$ cat config.mk
export PLATFORM = sky130hd
export DESIGN_NAME = stack_seq_ctrl
export DESIGN_NICKNAME = d
export VERILOG_FILES = /design/src/rtl/stack_pkg.sv /design/src/rtl/stack_seq_ctrl.sv
export SDC_FILE = /design/constraint.sdc
export NUM_CORES = 1
export LEC_CHECK = 0
export ABC_AREA = 0
export CAP_MARGIN = 20
export CORE_UTILIZATION = 42
export CTS_BUF_LIST = sky130_fd_sc_hd__clkbuf_8 sky130_fd_sc_hd__clkbuf_16
export DETAILED_ROUTE_END_ITERATION = 16
export PLACE_DENSITY_LB_ADDON = 0.08
export SYNTH_ARGS = -nofsm -noshare
export SYNTH_HDL_FRONTEND = slang
export SYNTH_SLANG_ARGS = --single-unit
export TNS_END_PERCENT = 30
$ cat constraint.sdc
create_clock -name clk -period 1.5 [get_ports clk]
set_input_delay 0.15 -clock clk [delete_from_list [all_inputs] [get_ports clk]]
set_output_delay 0.15 -clock clk [all_outputs]
set_load 0.01 [all_outputs]
$ cat src/rtl/stack_pkg.sv
// Shared types for the memory-stage stack sequencer.
// State encoding and write-data mux segment codes.
package stack_pkg;

    typedef enum logic [3:0] {
        IDLE,
        PUSH_H,
        PUSH_L,
        PUSH_F,
        PUSH_R,
        POP_F,
        POP_L,
        POP_H,
        POP_R,
        POP_WAIT
    } state_t;

    localparam logic [1:0] SEG_PC_H  = 2'b00;
    localparam logic [1:0] SEG_PC_L  = 2'b01;
    localparam logic [1:0] SEG_FLAGS = 2'b10;

    // Index of each capture pulse inside the pending-load vector
    localparam int LD_R = 0;
    localparam int LD_F = 1;
    localparam int LD_L = 2;
    localparam int LD_H = 3;

endpackage

$ cat src/rtl/stack_seq_ctrl.sv
// Memory-stage stack transfer sequencer: CALL/INT/RET/RTI/PUSH/POP.
// Owns the stack pointer and stalls the pipeline until a sequence ends.
module stack_seq_ctrl
    import stack_pkg::*;
#(
    parameter int                ADDR_W  = 12,
    parameter logic [ADDR_W-1:0] SP_INIT = {ADDR_W{1'b1}}
) (
    input  logic              clk,
    input  logic              rst,
    input  logic              call_req,
    input  logic              int_req,
    input  logic              ret_req,
    input  logic              rti_req,
    input  logic              push_req,
    input  logic              pop_req,
    output logic              pc_to_stack,
    output logic [1:0]        pc_segment,
    output logic              mem_wr,
    output logic              mem_rd,
    output logic [ADDR_W-1:0] mem_addr,
    output logic [ADDR_W-1:0] sp,
    output logic              stall,
    output logic              ld_pc_h,
    output logic              ld_pc_l,
    output logic              ld_flags,
    output logic              ld_reg,
    output logic              seq_done
);

    state_t            r_state;
    logic [ADDR_W-1:0] r_sp;
    logic              r_is_int;
    logic [3:0]        r_ld;

    state_t            w_nxt;
    logic              w_is_int_nxt;
    logic [3:0]        w_ld_nxt;
    logic [ADDR_W-1:0] w_sp_nxt;
    logic [ADDR_W-1:0] w_sp_inc;
    logic [ADDR_W-1:0] w_sp_dec;
    logic              w_any_req;
    logic              w_wr;
    logic              w_rd;
    logic              w_pcts;
    logic [1:0]        w_seg;
    logic [ADDR_W-1:0] w_addr;
    logic              w_stall;
    logic              w_done;

    assign w_sp_inc  = r_sp + 1'b1;
    assign w_sp_dec  = r_sp - 1'b1;
    assign w_any_req = call_req | int_req | ret_req |
                       rti_req | push_req | pop_req;

    always_ff @(posedge clk or negedge rst) begin
        if (!rst) begin
            r_state  <= IDLE;
            r_sp     <= SP_INIT;
            r_is_int <= 1'b0;
            r_ld     <= 4'b0;
        end else begin
            r_state  <= w_nxt;
            r_sp     <= w_sp_nxt;
            r_is_int <= w_is_int_nxt;
            r_ld     <= w_ld_nxt;
        end
    end

    always_comb begin
        w_nxt        = r_state;
        w_is_int_nxt = r_is_int;
        w_ld_nxt     = 4'b0;
        w_sp_nxt     = r_sp;
        w_wr         = 1'b0;
        w_rd         = 1'b0;
        w_pcts       = 1'b0;
        w_seg        = SEG_PC_H;
        w_addr       = r_sp;
        w_stall      = 1'b1;
        w_done       = 1'b0;

        unique case (r_state)
            IDLE: begin
                w_stall = w_any_req;
                if (int_req) begin
                    w_nxt        = PUSH_H;
                    w_is_int_nxt = 1'b1;
                end else if (rti_req) begin
                    w_nxt = POP_F;
                end else if (ret_req) begin
                    w_nxt = POP_L;
                end else if (call_req) begin
                    w_nxt        = PUSH_H;
                    w_is_int_nxt = 1'b0;
                end else if (pop_req) begin
                    w_nxt = POP_R;
                end else if (push_req) begin
                    w_nxt = PUSH_R;
                end
            end
            PUSH_H, PUSH_L, PUSH_F, PUSH_R: begin
                w_wr     = 1'b1;
                w_sp_nxt = w_sp_dec;
                w_pcts   = (r_state != PUSH_R);
                if (r_state == PUSH_L) w_seg = SEG_PC_L;
                if (r_state == PUSH_F) w_seg = SEG_FLAGS;
                // CALL ends after PC_L, INT goes on to push the flags
                if (r_state == PUSH_H) begin
                    w_nxt = PUSH_L;
                end else if (r_state == PUSH_L && r_is_int) begin
                    w_nxt = PUSH_F;
                end else begin
                    w_nxt   = IDLE;
                    w_stall = 1'b0;
                    w_done  = 1'b1;
                end
            end
            POP_F, POP_L, POP_H, POP_R: begin
                w_rd     = 1'b1;
                w_addr   = w_sp_inc;
                w_sp_nxt = w_sp_inc;
                unique case (r_state)
                    POP_F: begin
                        w_nxt          = POP_L;
                        w_ld_nxt[LD_F] = 1'b1;
                    end
                    POP_L: begin
                        w_nxt          = POP_H;
                        w_ld_nxt[LD_L] = 1'b1;
                    end
                    POP_H: begin
                        w_nxt          = POP_WAIT;
                        w_ld_nxt[LD_H] = 1'b1;
                    end
                    default: begin
                        w_nxt          = POP_WAIT;
                        w_ld_nxt[LD_R] = 1'b1;
                    end
                endcase
            end
            POP_WAIT: begin
                w_nxt   = IDLE;
                w_stall = 1'b0;
                w_done  = 1'b1;
            end
            default: begin
                w_nxt   = IDLE;
                w_stall = 1'b0;
            end
        endcase
    end

    assign pc_to_stack = w_pcts;
    assign pc_segment  = w_seg;
    assign mem_wr      = w_wr;
    assign mem_rd      = w_rd;
    assign mem_addr    = w_addr;
    assign sp          = r_sp;
    // Requests may be high while reset is held; keep stall quiet then
    assign stall       = w_stall & rst;
    assign seq_done    = w_done;
    assign ld_reg      = r_ld[LD_R];
    assign ld_flags    = r_ld[LD_F];
    assign ld_pc_l     = r_ld[LD_L];
    assign ld_pc_h     = r_ld[LD_H];

endmodule
Word level (Yosys, flattened, before mapping)
Index checks and enable logic that the tools add are counted.
W data, S select, Z words.
- register bits: 21
- output and inout port bits: 35
- input port bits: 8
- mux-type cells: 33
- eq/ne operators: 13
- bitwise logic cells: 6
- $add $sub $neg: 2
- reduce and logical (&&, ||, !) cells: 8
- operators by type and width (cell ; number):
    $mux W4 ; 7
    $pmux W12 S2 ; 1
    $eq A4 B3 Y1 const B ; 4
    $mux W1 ; 16
    $add A12 B1 Y12 const B ; 1
    $mux W12 ; 1
    $pmux W4 S3 ; 1
    $sub A12 B1 Y12 const B ; 1
    $eq A4 B2 Y1 const B ; 2
    $eq A4 B4 Y1 const B ; 2
    $mux W2 ; 4
    $pmux W4 S2 ; 1
    $reduce_or A4 Y1 ; 2
    $ne A7 B7 Y1 const B ; 1
    $or A1 B1 Y1 ; 5
    $eq A4 B1 Y1 const B ; 1
    $logic_not A4 Y1 ; 1
    $ne A2 B2 Y1 const B ; 2
    $ne A4 B3 Y1 const B ; 1
    $reduce_and A4 Y1 ; 1
    $reduce_bool A2 Y1 ; 2
    $pmux W1 S3 ; 1
    $reduce_or A3 Y1 ; 1
    $pmux W1 S2 ; 1
    2 further kinds ; 2

Depth between registers and ports, before layout
Gate-level depths: netlist of the first run.
- depth after elaboration: 7
- gate-level depth with buffers: 7
- gate-level depth less buffers: 6

Least setup slack after synthesis of the first run
Ideal clock, no wire load.
- kind: reg2out
- start point: register r_sp[5] (netlist: sp[5])
- end point: output mem_addr[11]
- arrival time: 1699 ps
- setup slack: -349 ps
- cell stages (with the launch flop): 6
- cell sequence: dfstp_2 buf_2 and3_1 nand4_1 nor4b_2 xor2_1
- longest elaborated chain between the ends: 2
- RTL lines (item ; line ; text):
    start, declared ; stack_seq_ctrl.sv:32 ; logic [ADDR_W-1:0] r_sp;
    start signal, assigned ; stack_seq_ctrl.sv:64 ; r_sp <= w_sp_nxt;
    $add A12 B1 Y12 ; stack_seq_ctrl.sv:51 ; assign w_sp_inc = r_sp + 1'b1;
    $mux W12 ; stack_seq_ctrl.sv:83 ; unique case (r_state)
    end, declared ; stack_seq_ctrl.sv:21 ; output logic [ADDR_W-1:0] mem_addr,
No other way between the ends.

Worst setup path after layout of the first run
- start point: register r_state[1]
- end point: output mem_addr[10]
- longest elaborated chain between the ends: 3
- elaborated cells on any way between the ends: 6
- classes of those cells: 4 x eq/ne; 1 x mux; 1 x reduce/logical
- RTL lines (item ; line ; text):
    start, declared ; stack_seq_ctrl.sv:31 ; state_t r_state;
    start signal, assigned ; stack_seq_ctrl.sv:63 ; r_state <= w_nxt;
    $eq A4 B3 Y1 / $eq A4 B4 Y1 (equally long branches) ; stack_seq_ctrl.sv:83 ;
    $reduce_or A4 Y1 * ; stack_seq_ctrl.sv:83 ;
    $mux W12 * ; stack_seq_ctrl.sv:83 ;
Mark *: on every way between the ends. The rest lies on a longest branch, timed or not.

==> impl_metrics.json, run 1 <==
{
  "antenna_found_initial": 0,
  "cts_root_buf": "clkbuf_8",
  "fin_crit_ns": 2.064,
  "ys.flop_type": "dfstp_2",
  "intPower_mw": 3.204,
  "multi_input_area_um2": 1026,
  "row_count": 20,
  "status": "finished with violations",
  "place.gp.congestion": 0.8198,
  "syn_area_um2": 1443,
  "vias": 1617,
  "yosysTopAreaCellShare": 0.2186,
  "rrSetupSlack_ns": -0.45,
  "p_sw_mw": 2.568,
  "clkPwrFrac": 0.070,
  "grt_overflow": 0,
  "die_area_um2": 3673,
  "wire_per_inst_um": 16.47,
  "stdcell_count": 303,
  "slowest_stage": "dfrtp_1",
  "fin_total_pwr_mw": 5.771,
  "yosysUniqueCellTypes": 42,
  "synth-seq-cells": 21,
  "routed_wl_um": 4989,
  "post-place-cells": 287,
  "min_period_over_period": 1.376,
  "async_reset_ff_frac": 1.000,
  "hpwl_um": 3213,
  "io_buffer_count": 42,
  "crit_path_start_kind": "flip-flop",
  "clk_path_buf_depth": 2,
  "drt_pass1_iterations": 4,
  "areaGrowthSynthToFinish_pct": 77.71,
  "htree_levels": 1,
  "die_w_um": 60.61,
  "synth_most_common_cell": "nand2_1",
  "yosysTopAreaCell": "dfstp_2",
  "ys_top_cells_by_count": "19 x nand2_1, 14 x nor2_1, 12 x dfstp_2",
  "max_stage_delay_ns": 0.44,
  "antenna_left": 0,
  "worst-path-buf-inv": 3,
  "cp_max_fo": 4,
  "grt_pass1_vias": 1698,
  "clock-sinks": 21,
  "syn_inst": 157,
  "diodes": 0,
  "synth_warnings": 0,
  "grt_first_pass_wirelength_um": 7265,
  "cts_buffers": 3,
  "cts_tree": "built",
  "drtIter0Drc": 65,
  "nets": 272,
  "dieHeight_um": 60.61,
  "violations": "negative setup slack",
  "ios": 43,
  "synth_nets": 169,
  "core_um2": 3153,
  "drive_gt1_frac": 0.5521,
  "end_kind": "output port",
  "grt_usage": 0.2728,
  "drc": 0,
  "p_sw_frac": 0.4449,
  "rsz0062_at_grt": "true",
  "post-route-util": 0.8131,
  "initial_utilization": 0.4575,
  "max_freq_ghz": 0.4845,
  "ys_seq_area_frac": 0.3747,
  "crit_arrival_ns": 1.91,
  "fill_cells": 207,
  "layout.area.seq_um2": 543.0,
  "hp-class": "in2async",
  "cap_violations": 0,
  "finalHoldViolations": 0,
  "report.final.slew_viol_count": 0,
  "powerDensity_nw_per_um2": 2251,
  "avgViaCountPerCell": 5.337,
  "synth-edff-count": 0,
  "worst_pin_slew_ns": 0.4413,
  "cp_top_family": "simple AND/OR/NAND/NOR gates",
  "leakage_nw": 1.223,
  "pwr-share-comb": 0.734,
  "tns_ns": -10.06,
  "worst_slack_ns": -0.5640,
  "grt_max_degree": 22,
  "required_ns": 1.35,
  "clock_latency_ns": 0.28,
  "avgSynthCellArea_um2": 9.189,
  "finalSetupViolCount": 30,
  "seqPwrFrac": 0.196,
  "peakVddDrop_mv": 1.335,
  "yosys-top-cells-area": "dfstp_2 22%, dfrtp_1 16%, xor2_1 6.7%",
  "crit_type": "reg2out",
  "worst_slew_margin_rel": 0.7031,
  "clk_pin_slew_ns": 0.09,
  "clock_skew_ns": 0.009107,
  "path_cells": "nor3_4 -> o2bb2ai_4 -> buf_12 -> nand4_4 -> buf_6 -> nor2_4 -> xor2_2 -> buf_2"
}
## kinds of logic after synthesis
family,share of synthesized area
flip-flops,0.3747
adder cells (fa/ha/maj),0.03469
XOR/XNOR,0.1214
buffers and inverters,0.05811
AND/OR/NAND/NOR,0.2741
AO/OA/AOI/OAI,0.1370
## metrics by stage
| stage | hold slack, ns | area [µm²] | setup WS [ns] |
|---|---|---|---|
| floorplan | -0.1456 | 1510 | -0.2374 |
| global placement | 0.4848 | 2327 | -0.5847 |
| detailed placement | 0.4865 | 2327 | -0.6471 |
| CTS | 0.3391 | 2475 | -0.5269 |
| global route | 0.3636 | 2564 | -0.6406 |
| finish | 0.3308 | 2564 | -0.5640 |
## cell usage in the layout (no fill, tap or decap), types with 3 or more instances in the layout
cell and count:
buf_6 13, nand4_1 4, nor2_1 10, dfrtp_1 7, a21oi_1 5, inv_1 7
nor2b_1 4, ha_1 3, o21ai_2 3, nor2_4 4, xor2_1 9, xnor2_1 6
dlygate4sd2_1 12, clkdlybuf4s50_1 11, buf_2 17, clkbuf_8 3, nand2_1 17, xnor2_2 3
dfstp_2 12, o21ai_0 4, o21ai_1 3, buf_4 53, nor3_2 4
## routing by layer
| metal | part of all wire | up-vias | track usage |
|---|---|---|---|
| met2 | 0.54 | 53 | 0.5385 |
| li1 | - | 752 | - |
| met1 | 0.39 | 793 | 0.2711 |
| met4 | 0.039 | 0 | 0.1396 |
| met5 | 0 | - | 0 |
| met3 | 0.036 | 19 | 0.04264 |
## power groups by stage
stage / clock network [mW] / logic (mW) / registers [mW]
6_report: 0.406 / 4.24 / 1.13
2_1_floorplan: 0 / 1.75 / 1.25
3_5_place_dp: 0 / 3.92 / 1.11
3_3_place_gp: 0 / 3.82 / 1.09
5_1_grt: 0.412 / 4.53 / 1.15
4_1_cts: 0.402 / 3.90 / 1.11
## worst paths after layout
check                                        from                  to  depth (start not counted)
min reg2reg                    sp[11]$_DFFE_PN1P_  sp[11]$_DFFE_PN1P_                          1
min                                           rst   r_ld[3]$_DFF_PN0_                          2
max reg2reg                r_state[0]$_DFFE_PN0P_   sp[8]$_DFFE_PN1P_                         10
max                        r_state[1]$_DFFE_PN0P_        mem_addr[10]                          8
max in group asynchronous                     rst   sp[7]$_DFFE_PN1P_                          2
min in group clk               sp[11]$_DFFE_PN1P_  sp[11]$_DFFE_PN1P_                          1
## sequential cells by signal, summed over array words and instances (netlist names)
name / count
r_is_int: 1
r_ld: 4
r_state: 4
sp: 12
## layout make-up
type / instances / area share
inverters: 8 / 0.01171
clock buffers: 3 / 0.01611
multi-input cells: 119 / 0.4002
well taps: 44 / 0.02147
clock inverters: 1 / 0.001464
repair buffers: 107 / 0.3372
flip-flops and latches: 21 / 0.2118
## timing repair
| action | 4_1_cts | 5_1_grt |
|---|---|---|
| setup endpoints to repair | 44 | 33 |
| hold buffers | 0 | 0 |
| gates cloned | 0 | 0 |
| setup buffers | 9 | 3 |
| pin swaps | 17 | 9 |
| resized for setup | 114 | 22 |
Power figures use the tool's default switching activity.
==> run 2: changes to the inputs <==
PLACE_DENSITY = 0.76   (was default)
PLACE_DENSITY_LB_ADDON = default   (was 0.08)
==> run 2 against run 1 <==
  * The flow still finishes with violations (negative setup slack)
  * Setup slack got worse by 0.053 ns
  * Combinational power is 4.7% higher
  * Global-route usage fell by 0.56 points
  * Design area rose by 1.6%
  * Hold slack gained 0.017 ns
  * Flip-flop and latch count unchanged
  * Die area did not move
  * Final cell count is 0.66% lower
  * Power is 2.7% higher
  * Largest cell class unchanged
==> impl_metrics.json, run 2 (synthesized netlist as in run 1, its figures left out) <==
{
  "status": "finished with violations",
  "violations": "negative setup slack",
  "crit_arrival_ns": 1.97,
  "finalSetupViolCount": 29,
  "dieHeight_um": 60.61,
  "vias": 1718,
  "post-place-ws_ns": -0.6507,
  "place.gp.congestion": 0.8447,
  "row_count": 20,
  "post-route-util": 0.8262,
  "worst_slack_ns": -0.6172,
  "largest_reg_flops": 12,
  "dpl-instance-area_um2": 2300,
  "max_freq_ghz": 0.4723,
  "cap_violations": 0,
  "areaGrowthSynthToFinish_pct": 80.57,
  "drive_gt1_frac": 0.5798,
  "grt_max_degree": 22,
  "peakVddDrop_mv": 1.167,
  "drt_pass1_iterations": 7,
  "fill_cells": 186,
  "worst_pin_slew_ns": 0.4315,
  "drtIter0Drc": 97,
  "worst_slew_margin_rel": 0.7097,
  "nets": 270,
  "crit_type": "reg2out",
  "cp_max_fo": 3,
  "final_cell_area_um2": 2605,
  "htree_levels": 1,
  "diodes": 0,
  "initial_utilization": 0.4575,
  "tns_ns": -10.28,
  "finalHoldViolations": 0,
  "die_w_um": 60.61,
  "die_area_um2": 3673,
  "rrSetupSlack_ns": -0.41,
  "clk_pin_slew_ns": 0.08,
  "io_buffer_count": 42,
  "antenna_found_initial": 0,
  "powerDensity_nw_per_um2": 2276,
  "min_period_over_period": 1.411,
  "ios": 43,
  "cts_buffers": 3,
  "stdcell_count": 301,
  "routed_wl_um": 5404,
  "leakage_nw": 1.224,
  "fin_total_pwr_mw": 5.928,
  "grt_usage": 0.2671,
  "hpwl_um": 3140,
  "final_common_cell": "buf_4",
  "post-place-cells": 285,
  "grt_first_pass_wirelength_um": 7134,
  "clock_latency_ns": 0.26,
  "hp-class": "in2async",
  "avgViaCountPerCell": 5.708,
  "ctsHoldBuffers": 0,
  "required_ns": 1.35,
  "final_cell_mix": "53 x buf_4, 17 x buf_2, 16 x nand2_1",
  "fin_hold_ws_ns": 0.3473,
  "clk_path_buf_depth": 2,
  "core_um2": 3153,
  "drc": 0,
  "grt_overflow": 0,
  "report.final.slew_viol_count": 0,
  "cts_tree": "built",
  "crit_path_start_kind": "flip-flop",
  "fin_crit_ns": 2.117,
  "grt_pass1_vias": 1671,
  "antenna_left": 0,
  "cts_root_buf": "clkbuf_8",
  "clock_skew_ns": 0.008551,
  "rsz0062_at_grt": "true",
  "wire_per_inst_um": 17.95,
  "end_kind": "output port",
  "clock-sinks": 21
}
-- run 2: layout make-up --
cell class              count  area, µm²  share of cell area
multi-input cells         119       1086              0.4169
repair buffers            105      845.8              0.3247
clock inverters             1      3.754            0.001441
clock buffers               3      41.29             0.01585
flip-flops and latches     21      543.0              0.2085
well taps                  44      55.05             0.02113
inverters                   8      30.03             0.01153
-- run 2: timing repair --
item,CTS,global route
buffers inserted,7,5
endpoints found under the setup margin,43,34
gates resized for setup,116,30
pin swaps,18,12
-- run 2: critical path, cell delays in order (launching register included) --
cell and delay, ns:
dfrtp_2 0.43, nor3_4 0.27, o2bb2ai_4 0.18, buf_6 0.15
nand4_4 0.10, buf_12 0.16, nor2_4 0.11, xor2_2 0.15
buf_2 0.15
-- run 2: power by group --
group          switching, mW  leakage [nW]  internal [mW]
logic                   2.30         0.957           2.14
registers              0.190         0.240          0.924
clock network          0.196        0.0269          0.183
-- run 2: layer usage --
layer | vias to the layer above | global-route usage | wire [µm]
li1 | 749 | - | -
met1 | 820 | 0.2718 | 1852
met2 | 108 | 0.5008 | 2883
met3 | 41 | 0.04478 | 320
met4 | 0 | 0.1721 | 348
met5 | - | 0 | 0
-- run 2: path summary, 6_finish.rpt --
path	from	end	depth (start not counted)
max	r_state[2]$_DFFE_PN0P_	mem_addr[10]	8
min	rst	r_ld[0]$_DFF_PN0_	2
max reg2reg	r_state[2]$_DFFE_PN0P_	sp[3]$_DFFE_PN1P_	9
min reg2reg	sp[11]$_DFFE_PN1P_	sp[11]$_DFFE_PN1P_	1
max in group asynchronous	rst	sp[9]$_DFFE_PN1P_	2
min in group clk	sp[11]$_DFFE_PN1P_	sp[11]$_DFFE_PN1P_	1
==> run 3: changes to the inputs <==
CTS_CLUSTER_DIAMETER = 80   (was default)
==> results of run 3 <==
The final DEF is identical to that of run 2; final timing and power are the same.
